--- config.mk ---
export PLATFORM = sky130hd
export DESIGN_NAME = lif_frame_loader
export DESIGN_NICKNAME = d
export VERILOG_FILES = /design/src/rtl/lif_pkg.sv /design/src/rtl/lif_byte_serializer.sv /design/src/rtl/lif_frame_loader.sv
export SDC_FILE = /design/constraint.sdc
export NUM_CORES = 1
export LEC_CHECK = 0
export ABC_AREA = 1
export CAP_MARGIN = 20
export CORE_MARGIN = 10
export CORE_UTILIZATION = 35
export CTS_CLUSTER_DIAMETER = 100
export DETAILED_ROUTE_END_ITERATION = 12
export PLACE_DENSITY = 0.66
export RECOVER_POWER = 50
export SLEW_MARGIN = 10
export SYNTH_ARGS = -nofsm -noshare
export SYNTH_HDL_FRONTEND = slang
export SYNTH_SLANG_ARGS = --single-unit
--- constraint.sdc ---
create_clock -name clk -period 1.7 [get_ports clk]
set_input_delay 0.17 -clock clk [delete_from_list [all_inputs] [get_ports clk]]
set_output_delay 0.17 -clock clk [all_outputs]
set_load 0.005 [all_outputs]
--- src/rtl/lif_pkg.sv ---
// Shared definitions for the LIF tile load port: loader FSM states, byte count
// helper, no-spike marker and tile pin indices.
package lif_pkg;

    typedef enum logic [2:0] {
        IDLE,
        LOAD_W,
        LOAD_I,
        RUN,
        DONE
    } state_e;

    // Index of each control pin on the tile's uio_in bus
    localparam int SEL_W  = 0;
    localparam int MODE_N = 1;

    // Wide enough for any count width; users slice it down to CNT_BITS
    localparam logic [63:0] NO_SPIKE = '1;

    function automatic int nbytes(input int vec_bits);
        return vec_bits / 8;
    endfunction

endpackage

--- src/rtl/lif_byte_serializer.sv ---
// Parallel-load shift register emitting a vector one byte per cycle, MSB first.
// Zeros fill from the bottom, so the byte output idles at 0 once drained.
module lif_byte_serializer
    import lif_pkg::*;
#(
    parameter int VEC_BITS = 32
) (
    input  logic                clk,
    input  logic                reset,
    input  logic                load_i,
    input  logic [VEC_BITS-1:0] vec_i,
    input  logic                shift_i,
    output logic [7:0]          byte_o,
    output logic                last_o
);

    localparam int NBYTES = nbytes(VEC_BITS);
    localparam int IDX_W  = $clog2(NBYTES + 1);

    logic [VEC_BITS-1:0] sr_q, sr_d;
    logic [IDX_W-1:0]    idx_q, idx_d;

    always_comb begin
        sr_d  = sr_q;
        idx_d = idx_q;
        if (load_i) begin
            sr_d  = vec_i;
            idx_d = '0;
        end else if (shift_i) begin
            sr_d  = sr_q << 8;
            idx_d = idx_q + IDX_W'(1);
        end
    end

    always_ff @(posedge clk) begin
        if (reset) begin
            sr_q  <= '0;
            idx_q <= '0;
        end else begin
            sr_q  <= sr_d;
            idx_q <= idx_d;
        end
    end

    assign byte_o = sr_q[VEC_BITS-1 -: 8];
    assign last_o = (idx_q == IDX_W'(NBYTES - 1));

endmodule

--- src/rtl/lif_frame_loader.sv ---
// Host-side driver for the LIF tile load port: shifts in weights/inputs byte by
// byte, releases the tile for a programmed run and counts returned spikes.
module lif_frame_loader
    import lif_pkg::*;
#(
    parameter int VEC_BITS = 32,
    parameter int CNT_BITS = 8
) (
    input  logic                clk,
    input  logic                reset,
    input  logic                req_valid,
    output logic                req_ready,
    input  logic                req_load_w,
    input  logic [VEC_BITS-1:0] req_weights,
    input  logic [VEC_BITS-1:0] req_inputs,
    input  logic [CNT_BITS-1:0] req_run,
    output logic [7:0]          data_out,
    output logic                sel_w,
    output logic                mode_n,
    input  logic                spike_in,
    output logic                rsp_valid,
    input  logic                rsp_ready,
    output logic [CNT_BITS-1:0] rsp_count,
    output logic [CNT_BITS-1:0] rsp_first
);

    localparam logic [CNT_BITS-1:0] NO_SPK = NO_SPIKE[CNT_BITS-1:0];

    state_e              state_q, state_d;
    logic [VEC_BITS-1:0] inputs_q, inputs_d;
    logic [CNT_BITS-1:0] run_len_q, run_len_d;
    logic [CNT_BITS-1:0] run_idx_q, run_idx_d;
    logic [CNT_BITS-1:0] count_q, count_d;
    logic [CNT_BITS-1:0] first_q, first_d;
    logic                sel_w_q, sel_w_d;
    logic                mode_n_q, mode_n_d;
    logic                req_ready_q, req_ready_d;
    logic                rsp_valid_q, rsp_valid_d;

    logic                ser_load, ser_shift, ser_last;
    logic [VEC_BITS-1:0] ser_vec;

    lif_byte_serializer #(.VEC_BITS(VEC_BITS)) u_ser (
        .clk     (clk),
        .reset   (reset),
        .load_i  (ser_load),
        .vec_i   (ser_vec),
        .shift_i (ser_shift),
        .byte_o  (data_out),
        .last_o  (ser_last)
    );

    always_comb begin
        state_d   = state_q;
        inputs_d  = inputs_q;
        run_len_d = run_len_q;
        run_idx_d = run_idx_q;
        count_d   = count_q;
        first_d   = first_q;
        ser_load  = 1'b0;
        ser_shift = 1'b0;
        ser_vec   = inputs_q;
        case (state_q)
            IDLE: begin
                if (req_valid && req_ready_q) begin
                    inputs_d  = req_inputs;
                    run_len_d = req_run;
                    run_idx_d = '0;
                    count_d   = '0;
                    first_d   = NO_SPK;
                    ser_load  = 1'b1;
                    ser_vec   = req_load_w ? req_weights : req_inputs;
                    state_d   = req_load_w ? LOAD_W : LOAD_I;
                end
            end
            LOAD_W: begin
                // Input vector is loaded on the last weight byte so bytes stay back-to-back
                if (ser_last) begin
                    ser_load = 1'b1;
                    state_d  = LOAD_I;
                end else begin
                    ser_shift = 1'b1;
                end
            end
            LOAD_I: begin
                ser_shift = 1'b1;
                if (ser_last) begin
                    run_idx_d = '0;
                    state_d   = (run_len_q != '0) ? RUN : DONE;
                end
            end
            RUN: begin
                if (spike_in) begin
                    if (count_q != NO_SPK) count_d = count_q + CNT_BITS'(1);
                    if (count_q == '0)     first_d = run_idx_q;
                end
                if (run_idx_q == run_len_q - CNT_BITS'(1)) begin
                    state_d = DONE;
                end else begin
                    run_idx_d = run_idx_q + CNT_BITS'(1);
                end
            end
            DONE: begin
                if (rsp_ready) state_d = IDLE;
            end
            default: state_d = IDLE;
        endcase

        // Pin/handshake registers follow the next state so they line up with it
        sel_w_d     = (state_d == LOAD_W);
        mode_n_d    = !((state_d == LOAD_W) || (state_d == LOAD_I));
        req_ready_d = (state_d == IDLE);
        rsp_valid_d = (state_d == DONE);
    end

    always_ff @(posedge clk) begin
        if (reset) begin
            state_q     <= IDLE;
            run_idx_q   <= '0;
            count_q     <= '0;
            first_q     <= NO_SPK;
            sel_w_q     <= 1'b0;
            mode_n_q    <= 1'b1;
            req_ready_q <= 1'b1;
            rsp_valid_q <= 1'b0;
        end else begin
            state_q     <= state_d;
            run_idx_q   <= run_idx_d;
            count_q     <= count_d;
            first_q     <= first_d;
            sel_w_q     <= sel_w_d;
            mode_n_q    <= mode_n_d;
            req_ready_q <= req_ready_d;
            rsp_valid_q <= rsp_valid_d;
        end
    end

    always_ff @(posedge clk) begin
        inputs_q  <= inputs_d;
        run_len_q <= run_len_d;
    end

    assign req_ready = req_ready_q;
    assign sel_w     = sel_w_q;
    assign mode_n    = mode_n_q;
    assign rsp_valid = rsp_valid_q;
    assign rsp_count = count_q;
    assign rsp_first = first_q;

endmodule

==> impl_metrics.sql, run 1 <==
INSERT INTO impl_metrics (metric_group, metric, value, unit) VALUES
('global_route', 'grt_overflow', '0', ''),
('global_route', 'antenna_violations_before_repair', '1', ''),
('hold_path', 'worstHoldPathType', 'input port to flop', ''),
('sta', 'report.final.hold_viol_count', '0', ''),
('global_route', 'first_global_vias', '4944', ''),
('logic_synthesis', 'syn_inst', '607', ''),
('power', 'power.net_switching', '2.35', 'mW'),
('routing', 'detailed_route_iter0_violations', '334', ''),
('worst_setup_path', 'critical_path_class', 'flop to flop', ''),
('routing', 'routed_wirelength', '15300', 'um'),
('logic_synthesis', 'synth_top_area_frac', '0.259', ''),
('logic_synthesis', 'async_reset_ff_frac', '0', ''),
('worst_setup_path', 'timing.critical_path.slowest_stage_cell', 'edfxtp_1', ''),
('floorplan', 'boundaryPins', '106', ''),
('logic_synthesis', 'yosys.cell_count.top_type', 'nand2_1', ''),
('worst_setup_path', 'r2r-end', 'run_idx_q[5]', ''),
('routing', 'final_antenna_net_count', '0', ''),
('sta', 'unrepaired_setup_endpoints_after_global_routing', 'true', ''),
('worst_setup_path', 'cp_cell_sequence', 'inv_2 > ha_4 > nand2_2 > inv_2 > nor2_2 > nand2_1 > nor2_1 > nand3_1 > nor2_4 > nand3_4 > buf_12 > nand3_2 > a21oi_2', ''),
('clock_tree', 'clock_path_buffers', '2', ''),
('power', 'switching_share', '0.299', ''),
('placed_design', 'detailedPlacementHpwl', '10900', 'um'),
('floorplan', 'die_width', '141', 'um'),
('clock_tree', 'clock_buffer_count_from_cts', '9', ''),
('final_layout', 'design_area', '7840', 'um2'),
('sta', 'min_period', '1.84', 'ns'),
('worst_setup_path', 'rr_startpoint', 'run_len_q[1]', ''),
('logic_synthesis', 'synth.avg_cell_area', '8.39', 'um2'),
('power', 'total_leakage_power', '3.02', 'nW'),
('logic_synthesis', 'postSynthNetCount', '692', ''),
('worst_setup_path', 'worstSetupStartpoint', 'run_len_q[1]', ''),
('run_status', 'result_of_the_run', 'complete, but fails checks', ''),
('logic_synthesis', 'synth.top_cells.by_area', 'dfxtp_1 (26%), edfxtp_1 (24%), nand2_1 (11%)', ''),
('floorplan', 'core', '14400', 'um2'),
('logic_synthesis', 'mappedNetlistArea', '5090', 'um2'),
('placed_design', 'cell_total_after_placement', '923', ''),
('worst_setup_path', 'worst-path-buf-inv', '3', ''),
('power', 'comb_power_share', '0.321', ''),
('sta', 'timing_max_transition_violations_final', '0', ''),
('final_layout', 'finish.utilization', '0.546', ''),
('sta', 'timing_worst_slew_pin_value', '0.496', 'ns'),
('sta', 'period_share', '1.08', ''),
('logic_synthesis', 'synth-edff-count', '40', ''),
('routing', 'drc_errors', '0', ''),
('floorplan', 'fp-row-count', '44', ''),
('clock_tree', 'worstSkewPairLatency', '0.35', 'ns'),
('worst_setup_path', 'category_of_the_worst_setup_path_launch_point', 'flop', ''),
('sta', 'worst_slack', '-0.143', 'ns'),
('power', 'power.share.sequential', '0.403', ''),
('worst_setup_path', 'critical-path-max-stage-delay', '0.41', 'ns'),
('placed_design', 'dpl-instance-area', '6760', 'um2'),
('floorplan', 'die_height', '141', 'um'),
('sta', 'setup_viol', '25', ''),
('worst_setup_path', 'timing.critical_path.depth', '13', ''),
('final_layout', 'area_growth', '53.9', '%'),
('logic_synthesis', 'yosys_register_bits', '106', ''),
('logic_synthesis', 'synthDistinctLibCells', '45', ''),
('routing', 'vias', '4801', ''),
('run_status', 'failed_checks', 'negative setup slack', ''),
('floorplan', 'die_area', '19800', 'um2'),
('logic_synthesis', 'area_leader_netlist', 'dfxtp_1', ''),
('placed_design', 'pre_cts_slack', '-0.185', 'ns'),
('placed_design', 'portBuffers', '105', ''),
('power', 'ir_worst_vdd', '0.653', 'mV'),
('power', 'clock_power_share', '0.275', ''),
('final_layout', 'multiInputGateArea', '2570', 'um2'),
('routing', 'post_drt_via_cell_ratio', '4.98', ''),
('worst_setup_path', 'path_max_fanout', '5', ''),
('worst_setup_path', 'cp_common_cell', 'inv_2', ''),
('global_route', 'grt_util_all_layers', '0.147', ''),
('clock_tree', 'clock_sink_count', '106', '');
registers in the layout (all words and copies together) (netlist names):
register     count
rsp_valid        1
u_ser.idx_q      3
sel_w            1
run_idx_q        8
mode_n           1
req_ready        1
rsp_count        8
inputs_q        32
u_ser.sr_q      32
run_len_q        8
rsp_first        8
state_q          3
placed cells by master, fill, tap and decap left out, drive strengths merged, types with 17 or more instances in the layout:
master and count:
a21oi 53, edfxtp 40, nor2 46, nand2 152, clkbuf 17, inv 47, nand3 31, dfxtp 66
o21ai 45, clkdlybuf4s50 42, buf 81, dlygate4sd3 63
logic make-up (layout without fill, tap and decap cells):
kind of cell	count (synthesis)	count (layout)	share of synthesized area
compound gates	143	143	0.172
xor+xnor	8	8	0.0138
buf+inv	82	255	0.0740
simple gates	261	261	0.228
flops	106	106	0.495
fa+ha+maj	7	7	0.0172
other cells	0	1	0
area by class of cell:
cell class              count  area share
diodes                      1    0.000319
clock buffers              13      0.0334
clock inverters             3     0.00575
inverters                  48      0.0278
multi-input cells         419       0.328
flip-flops and latches    106       0.323
well taps                 184      0.0294
repair buffers            190       0.251
repair inverters            1    0.000958
worst min path at each step:
stage | from | endpoint | slack, ns | cells after the start
detailed placement | u_ser.sr_q[0] | u_ser.sr_q[0] | 0.46 | 2
global placement | rsp_first[6] | rsp_first[6] | 0.45 | 2
finish | req_weights[28] | u_ser.sr_q[28] | 0.40 | 3
CTS | req_run[5] | run_len_q[5] | 0.35 | 1
floorplan | req_inputs[0] | inputs_q[0] | 0.27 | 0
global route | req_weights[28] | u_ser.sr_q[28] | 0.39 | 3
metal layers:
metal  share of wire  global-route usage  vias up
li1                -                   -     2416
met5               0                   0        -
met4          0.0089              0.0451        0
met1            0.40               0.164     2243
met3           0.060              0.0480       14
met2            0.53               0.259      128
power groups by stage:
stage	Sequential, mW	Clock, mW	Combinational, mW
final	3.17	2.16	2.52
after global routing	3.20	2.32	2.75
after CTS	3.14	2.23	2.18
after detailed placement	3.20	0	1.94
after global placement	3.19	0	1.91
after floorplan	3.16	0	1.09
metrics by stage:
step / power [mW] / setup TNS (ns) / hold slack, ns
after floorplan: 4.25 / -0.0381 / 0.269
after global placement: 5.10 / -2.47 / 0.452
after detailed placement: 5.14 / -4.74 / 0.459
after CTS: 7.56 / -1.23 / 0.355
after global routing: 8.28 / -5.49 / 0.385
final: 7.85 / -1.69 / 0.401
tightest hold or removal path, cell delays in order:
cell and delay (ns):
clkdlybuf4s50_1 0.39, nand2_1 0.07, a311oi_1 0.08
repair_timing:
item / 4_1_cts / 5_1_grt
pin swaps: 14 / 31
setup endpoints to repair: 48 / 46
hold buffers: 0 / 0
setup buffers: 7 / 13
gates resized for setup: 42 / 103
cloned: 4 / 3
Power figures use the tool's default switching activity.
==> inputs of run 2 (changes only) <==
CTS_CLUSTER_DIAMETER = 60   (was 100)
==> results of run 2 <==
Final layout, timing and power as in run 1 (identical DEF).
